**src/rtl/rv_pkg.sv**
```systemverilog
// Shared register-file constants and the write-back record carried to the rf port.
package rv_pkg;
  localparam int REG_ADDR_W = 5;
  localparam int XLEN       = 32;
  localparam logic [REG_ADDR_W-1:0] REG_X0 = 5'd0;

  typedef struct packed {
    logic [REG_ADDR_W-1:0] rd;
    logic [XLEN-1:0]       data;
    logic                  src_long;
  } wb_rec_t;
endpackage

```
**src/rtl/wb_fifo.sv**
```systemverilog
// Small synchronous FIFO; pointers carry an extra wrap bit to tell full from empty.
module wb_fifo #(
  parameter int DEPTH = 2,
  parameter int W     = 37
) (
  input  logic         i_clk,
  input  logic         i_rst,
  input  logic         i_push,
  input  logic [W-1:0] i_wdata,
  input  logic         i_pop,
  output logic [W-1:0] o_rdata,
  output logic         o_full,
  output logic         o_empty
);
  localparam int AW = $clog2(DEPTH);

  logic [AW:0]  wptr_q, rptr_q;
  logic [W-1:0] mem_q [DEPTH];
  logic         do_push, do_pop;

  assign do_push = i_push && !o_full;
  assign do_pop  = i_pop && !o_empty;

  always_ff @(posedge i_clk) begin
    if (i_rst) begin
      wptr_q <= '0;
      rptr_q <= '0;
    end else begin
      if (do_push) wptr_q <= wptr_q + 1'b1;
      if (do_pop)  rptr_q <= rptr_q + 1'b1;
    end
  end

  // Storage needs no reset; the pointers decide what is valid.
  always_ff @(posedge i_clk) begin
    if (do_push) mem_q[wptr_q[AW-1:0]] <= i_wdata;
  end

  assign o_rdata = mem_q[rptr_q[AW-1:0]];
  assign o_empty = (wptr_q == rptr_q);
  assign o_full  = (wptr_q[AW-1:0] == rptr_q[AW-1:0]) && (wptr_q[AW] != rptr_q[AW]);
endmodule

```
**src/rtl/rf_writeback.sv**
```systemverilog
// Merges ALU and long-unit results onto the single rf write port and tracks
// outstanding long-latency destinations for decode RAW stalls.
module rf_writeback
  import rv_pkg::*;
#(
  parameter int FIFO_DEPTH = 2
) (
  input  logic                  i_clk,
  input  logic                  i_rst,
  input  logic                  i_alu_valid,
  input  logic [REG_ADDR_W-1:0] i_alu_rd,
  input  logic [XLEN-1:0]       i_alu_data,
  input  logic                  i_lu_valid,
  output logic                  o_lu_ready,
  input  logic [REG_ADDR_W-1:0] i_lu_rd,
  input  logic [XLEN-1:0]       i_lu_data,
  input  logic                  i_issue_valid,
  input  logic [REG_ADDR_W-1:0] i_issue_rd,
  input  logic [REG_ADDR_W-1:0] i_rs1_addr,
  input  logic [REG_ADDR_W-1:0] i_rs2_addr,
  output logic                  o_rs1_busy,
  output logic                  o_rs2_busy,
  output logic                  o_rd_wen,
  output logic [REG_ADDR_W-1:0] o_rd_waddr,
  output logic [XLEN-1:0]       o_rd_wdata,
  output logic                  o_idle
);
  localparam int FW = REG_ADDR_W + XLEN;

  logic          fifo_full, fifo_empty, fifo_pop, lu_push;
  logic [FW-1:0] fifo_head;
  wb_rec_t       out_q, out_d;
  logic          wen_q, wen_d;
  logic [31:0]   busy_q, busy_d;
  logic          commit_long;

  assign o_lu_ready = !fifo_full && !i_rst;
  assign lu_push    = i_lu_valid && o_lu_ready;

  wb_fifo #(.DEPTH(FIFO_DEPTH), .W(FW)) u_fifo (
    .i_clk   (i_clk),
    .i_rst   (i_rst),
    .i_push  (lu_push),
    .i_wdata ({i_lu_rd, i_lu_data}),
    .i_pop   (fifo_pop),
    .o_rdata (fifo_head),
    .o_full  (fifo_full),
    .o_empty (fifo_empty)
  );

  // ALU always wins the port; the FIFO head drains only on ALU-idle cycles.
  always_comb begin
    out_d    = '0;
    fifo_pop = 1'b0;
    if (i_alu_valid) begin
      out_d = '{rd: i_alu_rd, data: i_alu_data, src_long: 1'b0};
    end else if (!fifo_empty) begin
      out_d    = '{rd: fifo_head[FW-1:XLEN], data: fifo_head[XLEN-1:0], src_long: 1'b1};
      fifo_pop = 1'b1;
    end
    wen_d = (i_alu_valid || !fifo_empty) && (out_d.rd != REG_X0);
  end

  assign commit_long = wen_q && out_q.src_long;

  // Clear first so a same-edge issue to the committing address keeps it busy.
  always_comb begin
    busy_d = busy_q;
    if (commit_long) busy_d[out_q.rd] = 1'b0;
    if (i_issue_valid && i_issue_rd != REG_X0) busy_d[i_issue_rd] = 1'b1;
  end

  always_ff @(posedge i_clk) begin
    if (i_rst) begin
      out_q  <= '0;
      wen_q  <= 1'b0;
      busy_q <= '0;
    end else begin
      out_q  <= out_d;
      wen_q  <= wen_d;
      busy_q <= busy_d;
    end
  end

  assign o_rd_wen   = wen_q;
  assign o_rd_waddr = out_q.rd;
  assign o_rd_wdata = out_q.data;

  assign o_rs1_busy = (i_rs1_addr != REG_X0) &&
                      (busy_q[i_rs1_addr] || (commit_long && out_q.rd == i_rs1_addr));
  assign o_rs2_busy = (i_rs2_addr != REG_X0) &&
                      (busy_q[i_rs2_addr] || (commit_long && out_q.rd == i_rs2_addr));

  assign o_idle = fifo_empty && (busy_q == '0) && !wen_q;
endmodule

```
**config.mk**
```make
export PLATFORM = sky130hd
export DESIGN_NAME = rf_writeback
export DESIGN_NICKNAME = d
export VERILOG_FILES = /design/src/rtl/rv_pkg.sv /design/src/rtl/wb_fifo.sv /design/src/rtl/rf_writeback.sv
export SDC_FILE = /design/constraint.sdc
export NUM_CORES = 1
export LEC_CHECK = 0
export ABC_AREA = 1
export BUFFER_PORTS_ARGS = -buffer_cell sky130_fd_sc_hd__buf_2
export CAP_MARGIN = 20
export CELL_PAD_IN_SITES_DETAIL_PLACEMENT = 1
export CELL_PAD_IN_SITES_GLOBAL_PLACEMENT = 1
export CORE_MARGIN = 4
export CORE_UTILIZATION = 40
export DETAILED_ROUTE_END_ITERATION = 6
export PLACE_DENSITY = 0.8
export SLEW_MARGIN = 40
export SYNTH_ARGS = -nofsm -noshare
export SYNTH_HDL_FRONTEND = slang
export SYNTH_SLANG_ARGS = --single-unit
```
**constraint.sdc**
```tcl
create_clock -name i_clk -period 6.3 [get_ports i_clk]
set_input_delay 0.945 -clock i_clk [delete_from_list [all_inputs] [get_ports i_clk]]
set_output_delay 0.945 -clock i_clk [all_outputs]
set_load 0.02 [all_outputs]
```
* After elaboration in Yosys (flattened, before gate mapping)
Memories as Yosys holds them, arrays and structs flattened. A register that Yosys moved wholly into a read port is not among the register bits.
Index checks and enable logic that the tools add are counted.
** Cells by class
- Add/sub/neg operators :: 2
- Magnitude comparators :: 6
- Equality and inequality tests :: 5
- Multiplexer cells :: 18
- Bitwise operators :: 3
- Reductions and logical operators :: 29
** Operators by type and width (number)
- 38-bit two-way mux :: 2
- 32-bit two-way mux :: 2
- 32-bit bitwise AND :: 1
- 32-bit logical NOT :: 1
- 32-bit NOT :: 1
- 32-bit bitwise OR :: 1
- 5-bit by 6-bit < comparator with 1-bit output, second input constant :: 4
- 5-bit nonzero test :: 4
- 1-bit logical AND :: 16
- 1-bit binary-select mux with 5-bit select :: 2
- 1-bit demux with 5-bit select :: 2
- 5-bit equality test :: 2
- 5-bit by 1-bit >= comparator with 1-bit output, second input constant :: 2
- 1-bit two-way mux :: 10
- 2-bit by 1-bit adder with 2-bit output, second input constant :: 2
- 1-bit logical NOT :: 4
- 1-bit logical OR :: 3
- 2-bit equality test :: 1
- 2-bit OR reduction :: 1
- 1-bit equality test :: 1
- 1-bit inequality test :: 1
** Word-level totals
- Register bits after elaboration :: 75
- Bits in writable memories :: 74
- Word-level logic and storage cells :: 71
- Memories kept :: 1
** Memories
- u_fifo.mem_q :: words 2, width 37, read ports 1, clocked after memory_dff 1, wr ports 1, RTL line wb_fifo.sv:18 : logic [W-1:0] mem_q [DEPTH];

* Longest topological paths before layout
- Depth in word-level cells :: 9
- Gate-level depth with buffers :: 12
- Mapped depth without buffers :: 10

* Modules after synthesis
Synthesis repeated with hierarchy kept, for this count alone.
** Unflattened totals
- Cells, all modules :: 747
- Area total of the unflattened synthesis :: 6984.2 um^2
** Modules (own cells, without submodules)
- rf_writeback :: instances 1, cells each 585, area each 3888.7 um^2
- wb_fifo :: instances 1, cells each 162, area each 3095.5 um^2

* Worst setup path after synthesis
OpenSTA, ideal clock, no wires.
- Kind :: in2reg
- Start :: in i_rst
- End :: mem u_fifo.mem_q[0][0], enable pin
- Data arrival time :: 2.896 ns
- Data required time :: 5.869 ns
- Setup slack :: 2.973 ns
- Cell stages on the path :: 3
- Buffers on the path :: 0
- Cell sequence :: a21oi_2 nand2_1 nor2_1
** Between the ends
- Cells in the longest elaborated chain, start to end :: 6
** RTL lines
- start, declared :: RTL line rf_writeback.sv:9 : input logic i_rst,
- 1-bit logical NOT :: RTL line rf_writeback.sv:37 : assign o_lu_ready = !fifo_full && !i_rst;
- 1-bit logical AND :: RTL line rf_writeback.sv:37
- 1-bit logical AND :: RTL line rf_writeback.sv:38 : assign lu_push = i_lu_valid && o_lu_ready;
- 1-bit logical AND :: RTL line wb_fifo.sv:21 : assign do_push = i_push && !o_full;
- 1-bit two-way mux :: RTL line wb_fifo.sv:36 : if (do_push) mem_q[wptr_q[AW-1:0]] <= i_wdata;
- 1-bit two-way mux (implied by the code) :: RTL line wb_fifo.sv:36
- end, declared :: RTL line wb_fifo.sv:18
Every way passes these cells.

* Worst setup path in the final report
- Start :: in i_rs1_addr[0]
- End :: out o_rs1_busy
** Between the ends
- Cells in the longest elaborated chain, start to end :: 4
** RTL lines
- start, declared :: RTL line rf_writeback.sv:19 : input logic [REG_ADDR_W-1:0] i_rs1_addr,
- 1-bit binary-select mux with 5-bit select or 5-bit equality test (tied branches) :: RTL line rf_writeback.sv:90 : (busy_q[i_rs1_addr] || (commit_long && out_q.rd == i_rs1_addr));
- 1-bit two-way mux (implied by the code) or 1-bit logical AND (tied branches) :: RTL line rf_writeback.sv:90
- 1-bit logical OR :: RTL line rf_writeback.sv:90
- 1-bit logical AND * :: RTL line rf_writeback.sv:89 : assign o_rs1_busy = (i_rs1_addr != REG_X0) &&
- end, declared :: RTL line rf_writeback.sv:21 : output logic o_rs1_busy,
Every way passes the cells marked *; elsewhere a longest branch is shown, timed or not. The select of a mux whose other input is x is not followed.

==> impl_results.html <==
<table>
<tr><th>Metric</th><th>Value</th></tr>
<tr><th colspan="2">CTS</th></tr>
<tr><td>Clock tree from TritonCTS</td><td>yes</td></tr>
<tr><td>Number of buffers added to fix hold violations after cts</td><td>0</td></tr>
<tr><td>Resized Gates After CTS</td><td>0</td></tr>
<tr><td>Number of levels in the clock H-tree</td><td>4</td></tr>
<tr><td>Latest clock arrival within the worst-skew pair</td><td>approximately 0.43 ns</td></tr>
<tr><td>Clock transition at the register clock pins on the worst setup and hold paths after CTS</td><td>about 0.060 ns</td></tr>
<tr><td>CTS Root Cell</td><td>clkbuf_16</td></tr>
<tr><td>Maximum clock insertion buffer count</td><td>2</td></tr>
<tr><td>CTS Buf Count</td><td>17</td></tr>
<tr><td>Number of setup buffers added after CTS</td><td>0</td></tr>
<tr><td>Clock sink count</td><td>150</td></tr>
<tr><th colspan="2">Worst setup path</th></tr>
<tr><td>Nature of the critical path startpoint</td><td>input pin</td></tr>
<tr><td>Required time reported for the critical path endpoint</td><td>between 5 and 6 ns</td></tr>
<tr><td>List of cells traversed by the critical path</td><td>buf_2 &gt; inv_2 &gt; nand2_1 &gt; nand3_1 &gt; nand3_1 &gt; nand3_1 &gt; nand2_1 &gt; nand2_1 &gt; nand3_1 &gt; nand2_1 &gt; inv_1 &gt; buf_2</td></tr>
<tr><td>Register-to-Register Path Depth</td><td>5</td></tr>
<tr><td>Worst stage delay on the critical path</td><td>between 0.3 and 0.4 ns</td></tr>
<tr><td>Cell with the largest stage delay on the worst path</td><td>buf_2</td></tr>
<tr><td>Cell class contributing the biggest share of worst-path delay</td><td>buffers and inverters</td></tr>
<tr><td>Endpoint class of the critical path</td><td>output port</td></tr>
<tr><td>Start-to-end type of the worst setup path</td><td>input pin to output port</td></tr>
<tr><td>Critical Path AT</td><td>2.29 ns</td></tr>
<tr><td>Count of cell instances traversed by the critical path</td><td>12</td></tr>
<tr><td>CP Max Fanout</td><td>19</td></tr>
<tr><td>Number of buffers and inverters on the critical path</td><td>4</td></tr>
<tr><th colspan="2">Run</th></tr>
<tr><td>Reported max-cap violation count</td><td>0</td></tr>
<tr><th colspan="2">Hold path</th></tr>
<tr><td>Class of the tightest hold or removal check</td><td>flip-flop to flip-flop</td></tr>
<tr><td>Hold path depth</td><td>2</td></tr>
<tr><th colspan="2">Routing</th></tr>
<tr><td>Detailed router's first-iteration violation count</td><td>313</td></tr>
<tr><td>Routed wire length</td><td>about 20 mm</td></tr>
<tr><td>ANT nets after route</td><td>0</td></tr>
<tr><td>Via count of the routed design</td><td>approximately 5.5k</td></tr>
<tr><td>Routed len/inst</td><td>18.8 um</td></tr>
<tr><td>Drt first pass iters</td><td>7</td></tr>
<tr><td># DRC</td><td>0</td></tr>
<tr><td>Via count normalized by instance count</td><td>approximately 5.2</td></tr>
<tr><th colspan="2">STA</th></tr>
<tr><td>Final critical delay including setup and external delays</td><td>3.24 ns</td></tr>
<tr><td>Relative slew slack</td><td>45.4%</td></tr>
<tr><td>Final setup TNS</td><td>0 ns</td></tr>
<tr><td>Post-route clock skew</td><td>0.0213 ns</td></tr>
<tr><td>RSZ-0062 raised after global routing</td><td>false</td></tr>
<tr><td>Final Max Slew Viols</td><td>0</td></tr>
<tr><td>Transition time at the pin with the least slew margin</td><td>about 0.8 ns</td></tr>
<tr><td>Maximum achievable frequency</td><td>309 MHz</td></tr>
<tr><td>Setup-failing EPs final</td><td>0</td></tr>
<tr><td>Final cycle utilization of the critical path</td><td>51.4%</td></tr>
<tr><td>Hold violation total from the final report</td><td>0</td></tr>
<tr><th colspan="2">Status</th></tr>
<tr><td>Result of the run</td><td>finished clean</td></tr>
<tr><th colspan="2">Finish</th></tr>
<tr><td>Filler cell count</td><td>a little under 2k</td></tr>
<tr><td>Number of nets in the final layout</td><td>slightly above 900</td></tr>
<tr><td>Area growth from synthesis to layout</td><td>18.0%</td></tr>
<tr><td>Ratio of cells with drive above 1 in the final layout</td><td>between 20% and 30%</td></tr>
<tr><td>Non-filler cells, final</td><td>1047</td></tr>
<tr><th colspan="2">Global route</th></tr>
<tr><td>Maximum number of pins on one net before global-route repair</td><td>41</td></tr>
<tr><td>Via count of the first global-routing pass</td><td>approximately 6.0k</td></tr>
<tr><td>Number of antenna violations at the first check in global routing</td><td>4</td></tr>
<tr><td>Global-route wire length before repair</td><td>between 30 and 40 mm</td></tr>
<tr><td>Total Routing Usage GR</td><td>about a fifth</td></tr>
<tr><td>Total congestion overflow</td><td>0</td></tr>
<tr><th colspan="2">Placed design</th></tr>
<tr><td># port buffers</td><td>roughly 140</td></tr>
<tr><td>Total placed cells including tap cells</td><td>a little over 1k</td></tr>
<tr><td>Detailed Place HPWL</td><td>between 10 and 15 mm</td></tr>
<tr><td>RD Place Congestion</td><td>around 0.85</td></tr>
<tr><th colspan="2">Yosys</th></tr>
<tr><td>Count of synthesis-stage warnings from yosys</td><td>0</td></tr>
<tr><td>Portion of synthesized cell area occupied by the leading cell type</td><td>32.8%</td></tr>
<tr><td>Mapped Cells</td><td>slightly above 700</td></tr>
<tr><td>Most area-consuming cells after synthesis</td><td>edfxtp_1, dfxtp_1, nand3_1</td></tr>
<tr><td>Net count of the mapped netlist</td><td>between 800 and 900</td></tr>
<tr><td>Most area-hungry cell type in the Yosys netlist</td><td>edfxtp_1</td></tr>
<tr><td>Post-synthesis sequential element count</td><td>150</td></tr>
<tr><td>Post-Synthesis Cell Area</td><td>a little under 0.007 mm2</td></tr>
<tr><td>Post-Synthesis Mean Instance Area</td><td>between 9 and 10 um2</td></tr>
<tr><td>Distinct cells, synth</td><td>28</td></tr>
<tr><td>Post-synthesis sequential area ratio</td><td>between 50% and 60%</td></tr>
<tr><th colspan="2">Power and ir drop</th></tr>
<tr><td>Worst ir drop on vdd</td><td>0.000227 V</td></tr>
<tr><td>Power density of the placed cells</td><td>304 mW/mm2</td></tr>
<tr><td>Leakage power total</td><td>3.29 nW</td></tr>
<tr><th colspan="2">Die</th></tr>
<tr><td>DIE AREA</td><td>around 0.019 mm2</td></tr>
<tr><td>I/O pin cnt</td><td>between 100 and 150</td></tr>
<tr><td>Initial cell density of the core</td><td>40.9%</td></tr>
<tr><td>Area of the placeable core</td><td>approximately 0.017 mm2</td></tr>
<tr><td>Standard-cell rows</td><td>47</td></tr>
<tr><td>DIE WIDTH</td><td>138 um</td></tr>
<tr><td>Chip Height</td><td>roughly 140 um</td></tr>
</table>
## worst register-to-register path, delay by kind of cell (launching register included)
kind,cells,cell delay [ns]
AOI/OAI and AO/OA,1,0.20
and+or+nand+nor,1,0.11
DFF,1,0.43
buffers and inverters,2,0.52
xor gates and xnor gates,1,0.15
## synth_stat cells (all sizes together)
| master | n |
|---|---|
| nand2 | 131 |
| nand3 | 106 |
| dfxtp | 76 |
| edfxtp | 74 |
| o21ai | 68 |
| inv | 67 |
| buf | 54 |
| a21oi | 41 |
| mux2i | 33 |
| nor3 | 17 |
| nor2 | 11 |
| clkbuf | 10 |
| nor4 | 7 |
| o22ai | 6 |
| nand4 | 4 |
| xnor2 | 4 |
| clkinv | 3 |
| o211ai | 3 |
| and3 | 1 |
| xor2 | 1 |
## power by group
part / switching [mW] / leakage, nW / internal (mW)
Combinational: 0.201 / 1.68 / 0.106
Sequential: 0.0234 / 1.30 / 1.07
Clock: 0.429 / 0.304 / 0.607
Total: 0.653 / 3.29 / 1.78
## metrics by stage
| step | hold WS (ns) | utilization, % | worst slack [ns] | area, um2 | power (mW) |
|---|---|---|---|---|---|
| 2_1_floorplan | 0.441 | - | 2.97 | 6780 | 1.33 |
| 3_3_place_gp | 0.461 | 44.2 | 3.09 | 7330 | 1.41 |
| 3_5_place_dp | 0.471 | 44.6 | 3.06 | 7390 | 1.42 |
| 4_1_cts | 0.480 | 48.2 | 3.06 | 8000 | 2.46 |
| 5_1_grt | 0.502 | 48.3 | 2.88 | 8010 | 2.53 |
| 6_report | 0.486 | 48.3 | 3.06 | 8010 | 2.44 |
## final cells by class
class                   instances  area, um2  share of cell area, %
flip-flops and latches        150       3740                   46.8
multi-input cells             433       2360                   29.5
repair buffers                140        741                   9.25
clock buffers                  20        479                   5.99
well taps                     220        275                   3.44
inverters                      70        265                   3.31
clock inverters                12        130                   1.63
diodes                          2       5.00                 0.0625
## metal layers
layer / vias up / part of all wire [%] / global-route usage, % / wire length, um
li1: 2617 / - / - / -
met1: 2664 / 39 / 23.0 / 7610
met2: 146 / 54 / 38.7 / 10500
met3: 35 / 5.5 / 5.94 / 1090
met4: 4 / 2.0 / 6.55 / 403
met5: - / 0.12 / 0 / 23
## placed cells by master (no fill, tap or decap), types with 19 or more instances in the layout
| master | count |
|---|---|
| edfxtp_1 | 74 |
| clkbuf_16 | 19 |
| mux2i_1 | 33 |
| o21ai_0 | 38 |
| o21ai_2 | 30 |
| a21oi_1 | 40 |
| nand2_1 | 129 |
| inv_1 | 63 |
| nand3_1 | 106 |
| buf_2 | 135 |
| dfxtp_1 | 75 |
## path summary, 6_finish.rpt
check                                 startpoint             endpoint  slack [ns]
worst max-delay path               i_rs1_addr[0]           o_rs1_busy        3.06
worst min-delay path                  busy_q[14]           busy_q[14]        0.49
worst max register to register  u_fifo.wptr_q[0]  u_fifo.mem_q[1][30]        4.51
worst min register to register        busy_q[14]           busy_q[14]        0.49
## sequential cells by signal, summed over array words and instances (netlist names), named ones only
| register | flops |
|---|---|
| u_fifo.wptr_q | 2 |
| u_fifo.mem_q | 74 |
| o_rd_wdata | 32 |
| o_rd_wen | 1 |
| busy_q | 32 |
| out_q | 1 |
| o_rd_waddr | 5 |
| u_fifo.rptr_q | 2 |
## logic make-up (layout without fill, tap and decap cells)
group,Yosys count,in the layout,share of synthesized area [%]
buffers and inverters,134,242,10.4
muxes,33,33,4.87
DFF,150,150,55.2
xor gates and xnor gates,5,5,0.645
AOI/OAI and AO/OA,118,118,10.6
and+or+nand+nor,277,277,18.3
other,0,2,0
No activity file was read; power rests on OpenSTA's default activity.
